==> src/rtl/snd_rcv_splitter.sv <==
// snd_rcv_splitter
//   Receive-side inverse of the snd/rcv aggregator. Takes one M*N-bit word per
//   valid/ready handshake and replays it as M consecutive N-bit beats, most
//   significant slice first. A one-word staging register behind the shift
//   register lets back-to-back wide words stream without bubbles.
//
// Parameters
//   N  width of one output beat (N >= 1)
//   M  beats per input word (M >= 1); input width is M*N
//
// Ports
//   clk       clock, all logic on posedge
//   rst       asynchronous, active-high reset
//   vld_in    input word valid
//   data_in   input word; bits [M*N-1 -: N] form beat 0
//   rdy_out   splitter can accept a word this cycle
//   vld_out   output beat valid
//   data_out  output beat
//   rdy_in    downstream accepts beat this cycle
//   last_out  final beat of a word (present only when SNDRCV_SPLIT_LAST_EN is defined)
//
// Build option
//   SNDRCV_SPLIT_LAST_EN  adds the last_out port and its flop.

module snd_rcv_splitter #(
  parameter int N = 4,
  parameter int M = 2
) (
  input  logic           clk,
  input  logic           rst,
  input  logic           vld_in,
  input  logic [M*N-1:0] data_in,
  output logic           rdy_out,
  output logic           vld_out,
  output logic [N-1:0]   data_out,
  input  logic           rdy_in
`ifdef SNDRCV_SPLIT_LAST_EN
  ,
  output logic           last_out
`endif
);

  localparam int W  = M * N;
  localparam int CW = (M > 1) ? $clog2(M) : 1;

  logic [W-1:0]  sh,     sh_nx;
  logic          sh_vld, sh_vld_nx;
  logic [CW-1:0] cnt,    cnt_nx;
  logic [W-1:0]  stg,    stg_nx;
  logic          stg_vld, stg_vld_nx;

  logic acc;
  logic emit;
  logic last_beat;

  // Readiness depends only on the staging flop (and reset), never on rdy_in/vld_in.
  assign rdy_out   = ~stg_vld & ~rst;
  assign acc       = vld_in & rdy_out;
  assign emit      = sh_vld & rdy_in;
  assign last_beat = (cnt == CW'(M - 1));

  assign vld_out  = sh_vld;
  assign data_out = sh[W-1 -: N];

  always_comb begin
    sh_nx      = sh;
    sh_vld_nx  = sh_vld;
    cnt_nx     = cnt;
    stg_nx     = stg;
    stg_vld_nx = stg_vld;

    if (emit) begin
      if (!last_beat) begin
        sh_nx  = sh << N;
        cnt_nx = cnt + CW'(1);
      end else begin
        // Last beat leaves: refill from staging first, else straight from the
        // input, else go idle. acc and stg_vld are mutually exclusive here.
        cnt_nx = '0;
        if (stg_vld) begin
          sh_nx      = stg;
          stg_vld_nx = 1'b0;
        end else if (acc) begin
          sh_nx = data_in;
        end else begin
          sh_vld_nx = 1'b0;
        end
      end
    end else if (!sh_vld && acc) begin
      sh_nx     = data_in;
      sh_vld_nx = 1'b1;
      cnt_nx    = '0;
    end

    // A word arriving while the shifter is busy (and not draining its last
    // beat this cycle) parks in staging.
    if (sh_vld && acc && !(emit && last_beat)) begin
      stg_nx     = data_in;
      stg_vld_nx = 1'b1;
    end
  end

  always_ff @(posedge clk or posedge rst) begin
    if (rst) begin
      sh      <= '0;
      sh_vld  <= 1'b0;
      cnt     <= '0;
      stg     <= '0;
      stg_vld <= 1'b0;
    end else begin
      sh      <= sh_nx;
      sh_vld  <= sh_vld_nx;
      cnt     <= cnt_nx;
      stg     <= stg_nx;
      stg_vld <= stg_vld_nx;
    end
  end

`ifdef SNDRCV_SPLIT_LAST_EN
  // Registered from the next-state values so last_out comes straight from a
  // flop, aligned with data_out.
  logic last_q;

  always_ff @(posedge clk or posedge rst) begin
    if (rst) begin
      last_q <= 1'b0;
    end else begin
      last_q <= sh_vld_nx & (cnt_nx == CW'(M - 1));
    end
  end

  assign last_out = last_q;
`endif

endmodule

==> config.mk <==
export PLATFORM = sky130hd
export DESIGN_NAME = snd_rcv_splitter
export DESIGN_NICKNAME = d
export VERILOG_FILES = /design/src/rtl/snd_rcv_splitter.sv
export SDC_FILE = /design/constraint.sdc
export NUM_CORES = 1
export LEC_CHECK = 0
export CORE_AREA = 3 3 56 58
export CTS_BUF_LIST = sky130_fd_sc_hd__clkbuf_8
export DETAILED_ROUTE_END_ITERATION = 12
export DIE_AREA = 0 0 59 61
export GPL_TIMING_DRIVEN = 0
export REMOVE_ABC_BUFFERS = 1
export SETUP_SLACK_MARGIN = 0.5
export SLEW_MARGIN = 0
export SYNTH_ARGS = -nofsm -noshare
export SYNTH_HDL_FRONTEND = slang
export SYNTH_SLANG_ARGS = --single-unit
==> constraint.sdc <==
create_clock -name clk -period 2.13 [get_ports clk]
set_input_delay 0.426 -clock clk [delete_from_list [all_inputs] [get_ports clk]]
set_output_delay 0.426 -clock clk [all_outputs]
set_load 0.1 [all_outputs]
==> impl_metrics.json, run 1 <==
{
  "status": "finished clean",
  "required_ns": 1.70,
  "cp-end-kind": "output pin",
  "power_density_nw_per_um2": 1620,
  "die_w_um": 59,
  "synthTopCellsByArea": "dfrtp_1, nand2_1, o21ai_0, buf_4, o22ai_1",
  "antennaDiodeCount": 0,
  "start_kind": "flop",
  "vias": 828,
  "p_leak_nw": 0.555,
  "period_share": 0.777,
  "tightest_slew_ns": 0.751,
  "h-tree-depth": 1,
  "max_cap_violations": 0,
  "synth_edf_count": 0,
  "ios": 18,
  "synth.largest_area_cell": "dfrtp_1",
  "syn_area_um2": 1050,
  "fmax_mhz": 604,
  "overflow": 0,
  "coreArea_um2": 2710,
  "ir_worst_vdd_mv": 0.847,
  "clock_sinks": 19,
  "fin_skew_ns": 0.00362,
  "gp_congestion": 0.775,
  "root_buffer": "clkbuf_8",
  "viasPerCell": 5.27,
  "ant_nets": 0,
  "pre_cts_slack_ns": -0.453,
  "dieHeight_um": 61,
  "cts_made_buffers": 3,
  "drive_gt1_frac": 0.206,
  "worst_slack_ns": 0.475,
  "hpwl_mm": 1.31,
  "drtPass1Iterations": 4,
  "yosysSeqAreaShare": 0.453,
  "synth_async_sr_flop_share": 1.00,
  "postLayoutCoreUtil": 0.470,
  "antenna_found_initial": 0,
  "final_common_cell": "nand2_1",
  "hold_class": "input pin to asynchronous set/reset pin",
  "die-area_um2": 3600,
  "relSlewSlack": 0.499,
  "synth_cell_types": 27,
  "critical_path_class": "flop to output pin",
  "setup_viol": 0,
  "rows": 19,
  "drt_iter0_markers": 16,
  "synth_ff_type": "dfrtp_1",
  "path_max_fanout": 12,
  "clk-insertion-delay-late_ns": 0.26,
  "n_fill_cell": 274,
  "synth_area_per_cell_um2": 9.13,
  "cts_tree": "yes",
  "rsz0062_at_grt": "true",
  "layout_common_cells": "nand2_1, dfrtp_1, o21ai_0, clkdlybuf4s50_1, inv_1",
  "grt_first_pass_wirelength_mm": 3.52,
  "cp.arrival_ns": 1.23,
  "clk_pin_slew_worst_paths_ns": 0.07,
  "area_growth_syn_to_layout_pct": 21.3,
  "cpMaxStageDelayCell": "dfrtp_4",
  "hold_viol_final": 0,
  "routed_wl_mm": 2.28,
  "start_util": 0.387,
  "finalCriticalPeriod_ns": 1.65,
  "slowest_delay_ns": 0.57,
  "maxSlewViolCount": 0,
  "grt_max_degree": 22,
  "grt_pass1_vias": 776,
  "cts_max_path_buffers": 2,
  "synth_top_area_frac": 0.453,
  "wl_per_cell_um": 14.5,
  "numPortBuffers": 17,
  "final_nets": 139,
  "yosys_register_bits": 19,
  "fin_hold_ws_ns": 0.377,
  "yosys_warnings": 0,
  "crit_chain": "nor2_1 > buf_6",
  "drc": 0,
  "track_usage": 0.133,
  "synth_cells": 115
}
[through the flow]
step,TNS (ns),power (mW),instances,instance area [µm²]
floorplan,-0.172,1.49,103,963
global placement,-0.446,1.72,151,1170
detailed placement,-0.453,1.75,151,1170
CTS,0,2.02,155,1240
global route,0,2.21,157,1270
finish,0,2.06,157,1270
[report_power, final]
part / leakage (nW) / total, mW / internal (mW) / switching (mW)
clock: 0.0255 / 0.256 / 0.130 / 0.126
sequential: 0.231 / 0.740 / 0.543 / 0.197
combinational: 0.299 / 1.07 / 0.348 / 0.720
[cell usage after synthesis (2+ instances only)]
| library cell | n |
|---|---|
| buf_6 | 2 |
| o21ai_0 | 10 |
| a22oi_1 | 4 |
| buf_2 | 3 |
| nand2_1 | 24 |
| nor3b_1 | 5 |
| nand2b_1 | 2 |
| o22ai_1 | 7 |
| buf_4 | 6 |
| dfrtp_1 | 19 |
| a221oi_1 | 3 |
| o21ai_2 | 4 |
| o21ai_1 | 4 |
| a21oi_1 | 2 |
| inv_1 | 8 |
[layer usage]
layer	global-route usage	up-vias	share of wire	wire, µm
met4	0.0971	0	0.021	48
met1	0.166	398	0.46	1040
li1	-	418	-	-
met5	0	-	0	0
met3	0.0277	4	0.026	60
met2	0.205	8	0.50	1130
[cell type report]
class                   count  area, µm²  share of cell area
flip-flops and latches     19        482               0.378
clock buffers               3       41.3              0.0324
repair buffers             18        186               0.146
clock inverters             1       5.00             0.00393
inverters                   8       30.0              0.0236
well taps                  31       38.8              0.0305
multi-input cells          77        490               0.385
[flip-flops by register name (all words and copies together), names as in the netlist]
signal / cells
stg_vld: 1
vld_out: 1
stg: 8
cnt: 1
sh: 8
[path summary, 6_finish.rpt]
check                           slack, ns                   to                 from  depth (start not counted)
worst max register to register       0.59    sh[3]$_DFFE_PP0P_  stg_vld$_DFFE_PP0P_                          4
worst min register to register       0.48    sh[1]$_DFFE_PP0P_    sh[1]$_DFFE_PP0P_                          2
min in group clk                     0.48    sh[1]$_DFFE_PP0P_    sh[1]$_DFFE_PP0P_                          2
worst min-delay path                 0.38  stg_vld$_DFFE_PP0P_                  rst                          2
max in group asynchronous            1.21  stg_vld$_DFFE_PP0P_                  rst                          2
worst max-delay path                 0.48              rdy_out  stg_vld$_DFFE_PP0P_                          2
[critical path, delay by kind of cell, from the launching register on]
kind	cells	cell delay (ns)
buf+inv	1	0.24
simple gates	1	0.15
flops	1	0.57
[repair_timing]
action | 4_1_cts | 5_1_grt
pin swaps | 0 | 1
setup buffers | 0 | 1
hold buffers | 0 | 0
cloned | 0 | 1
setup endpoints to repair | 15 | 18
resized for setup | 27 | 9
[cell families after synthesis]
family / synth area share
and+or+nand+nor: 0.184
buffers and inverters: 0.111
AOI/OAI and AO/OA: 0.232
DFF: 0.453
muxes: 0.0203
Note: power is estimated with default switching activity, not from simulation.
==> run 2: changes to the inputs <==
Clock period 2.13 ns to 1.6 ns, I/O delays scaled along.
==> impl_metrics.json, run 2 (synthesis results as in run 1) <==
{
  "status": "finished clean",
  "track_usage": 0.182,
  "cp-end-kind": "output pin",
  "fin_area_um2": 1700,
  "die-area_um2": 3600,
  "gp_congestion": 0.775,
  "crit_family": "flip-flops",
  "n_fill_cell": 220,
  "wl_per_cell_um": 16.0,
  "dieHeight_um": 61,
  "crit-reg2reg-capture": "sh[2]$_DFFE_PP0P_",
  "vias": 973,
  "h-tree-depth": 1,
  "ios": 18,
  "grt_pass1_vias": 960,
  "antennaDiodeCount": 0,
  "fin_skew_ns": 0.00887,
  "hpwl_mm": 1.31,
  "final_nets": 162,
  "path_max_fanout": 5,
  "reg_top3": "sh x8, stg x8",
  "relSlewSlack": 0.488,
  "fmax_mhz": 707,
  "ir_worst_vdd_mv": 1.49,
  "drc": 0,
  "maxSlewViolCount": 0,
  "tightest_slew_ns": 0.768,
  "cp.arrival_ns": 1.10,
  "start_util": 0.387,
  "finalCriticalPeriod_ns": 1.42,
  "drive_gt1_frac": 0.456,
  "hold_viol_final": 0,
  "multi_input_comb_area_um2": 642,
  "area_growth_syn_to_layout_pct": 61.9,
  "final_common_cell": "nand2_1",
  "routed_wl_mm": 2.89,
  "clk-insertion-delay-late_ns": 0.26,
  "p_leak_nw": 0.730,
  "crit_chain": "nor2_4 > buf_12",
  "ff2ff_setup_slack_ns": 0.20,
  "grt_first_pass_wirelength_mm": 4.77,
  "crit_buf_inv": 1,
  "clk_pin_slew_worst_paths_ns": 0.08,
  "viasPerCell": 5.41,
  "cts_max_path_buffers": 2,
  "die_w_um": 59,
  "layout_common_cells": "nand2_1, dfrtp_1, buf_4, buf_6",
  "start_kind": "flop",
  "rsz0062_at_grt": "true",
  "drt_iter0_markers": 18,
  "clock_sinks": 19,
  "period_share": 0.884,
  "root_buffer": "clkbuf_8",
  "cts_made_buffers": 3,
  "r2r_cells": 6,
  "ant_nets": 0,
  "layout.area.seq_um2": 482,
  "slowest_delay_ns": 0.53,
  "max_cap_violations": 0,
  "r2r-start": "stg_vld$_DFFE_PP0P_",
  "cpMaxStageDelayCell": "dfrtp_4",
  "cts_tree": "yes",
  "coreArea_um2": 2710,
  "setup_viol": 0,
  "required_ns": 1.28,
  "numPortBuffers": 17,
  "drtPass1Iterations": 4,
  "rows": 19,
  "grt_max_degree": 20,
  "antenna_found_initial": 0,
  "power_density_nw_per_um2": 2200,
  "postLayoutCoreUtil": 0.627,
  "overflow": 0,
  "hold_class": "input pin to asynchronous set/reset pin",
  "critical_path_class": "flop to output pin",
  "post_dp_cell_area_um2": 1170
}
[run 2: cell count changes in the layout (fill, tap and decap cells not counted), sizes merged]
| cell | previous run | this run |
|---|---|---|
| clkdlybuf4s50 | 9 | 8 |
| clkdlybuf4s15 | 4 | 0 |
| dlymetal6s2s | 2 | 0 |
| o221ai | 1 | 2 |
| buf | 3 | 29 |
| dlygate4sd2 | 0 | 3 |
[run 2: layer usage]
metal / routed length (µm) / up-vias / track usage
li1: - / 470 / -
met1: 1310 / 481 / 0.238
met2: 1450 / 18 / 0.290
met3: 73 / 4 / 0.0277
met4: 53 / 0 / 0.100
met5: 0 / - / 0
[run 2: metrics by stage]
step	power, mW	worst slack (ns)	hold slack, ns	TNS, ns	cells
detailed placement	2.33	-0.771	0.460	-6.20	151
finish	3.75	0.185	0.470	0	180
global route	3.94	0.158	0.495	0	180
CTS	3.50	0.190	0.479	0	178
floorplan	1.99	-0.596	0.271	-5.12	103
global placement	2.29	-0.764	0.455	-5.93	151
[run 2: worst max-delay path by stage]
| stage | from | to | depth (start not counted) |
|---|---|---|---|
| CTS | stg_vld$_DFFE_PP0P_ | rdy_out | 2 |
| finish | stg_vld$_DFFE_PP0P_ | rdy_out | 2 |
| global route | stg_vld$_DFFE_PP0P_ | sh[2]$_DFFE_PP0P_ | 6 |
| global placement | rst | rdy_out | 3 |
| detailed placement | rst | rdy_out | 3 |
| floorplan | stg_vld$_DFFE_PP0P_ | rdy_out | 1 |
[run 2: what timing repair did]
action / CTS / global route
gates resized for setup: 89 / 20
hold buffers: 0 / 0
pin swaps: 12 / 15
setup endpoints to repair: 44 / 44
setup buffers: 21 / 2
cloned: 2 / 0
[run 2: final cells by class]
cell class / instances / area share
inverters: 8 / 0.0177
multi-input cells: 78 / 0.378
well taps: 31 / 0.0228
flip-flops and latches: 19 / 0.284
clock buffers: 3 / 0.0243
repair buffers: 40 / 0.271
clock inverters: 1 / 0.00295
[run 2: report_power, final]
part / switching, mW / internal, mW
Clock: 0.175 / 0.174
Combinational: 1.28 / 1.11
Sequential: 0.278 / 0.723
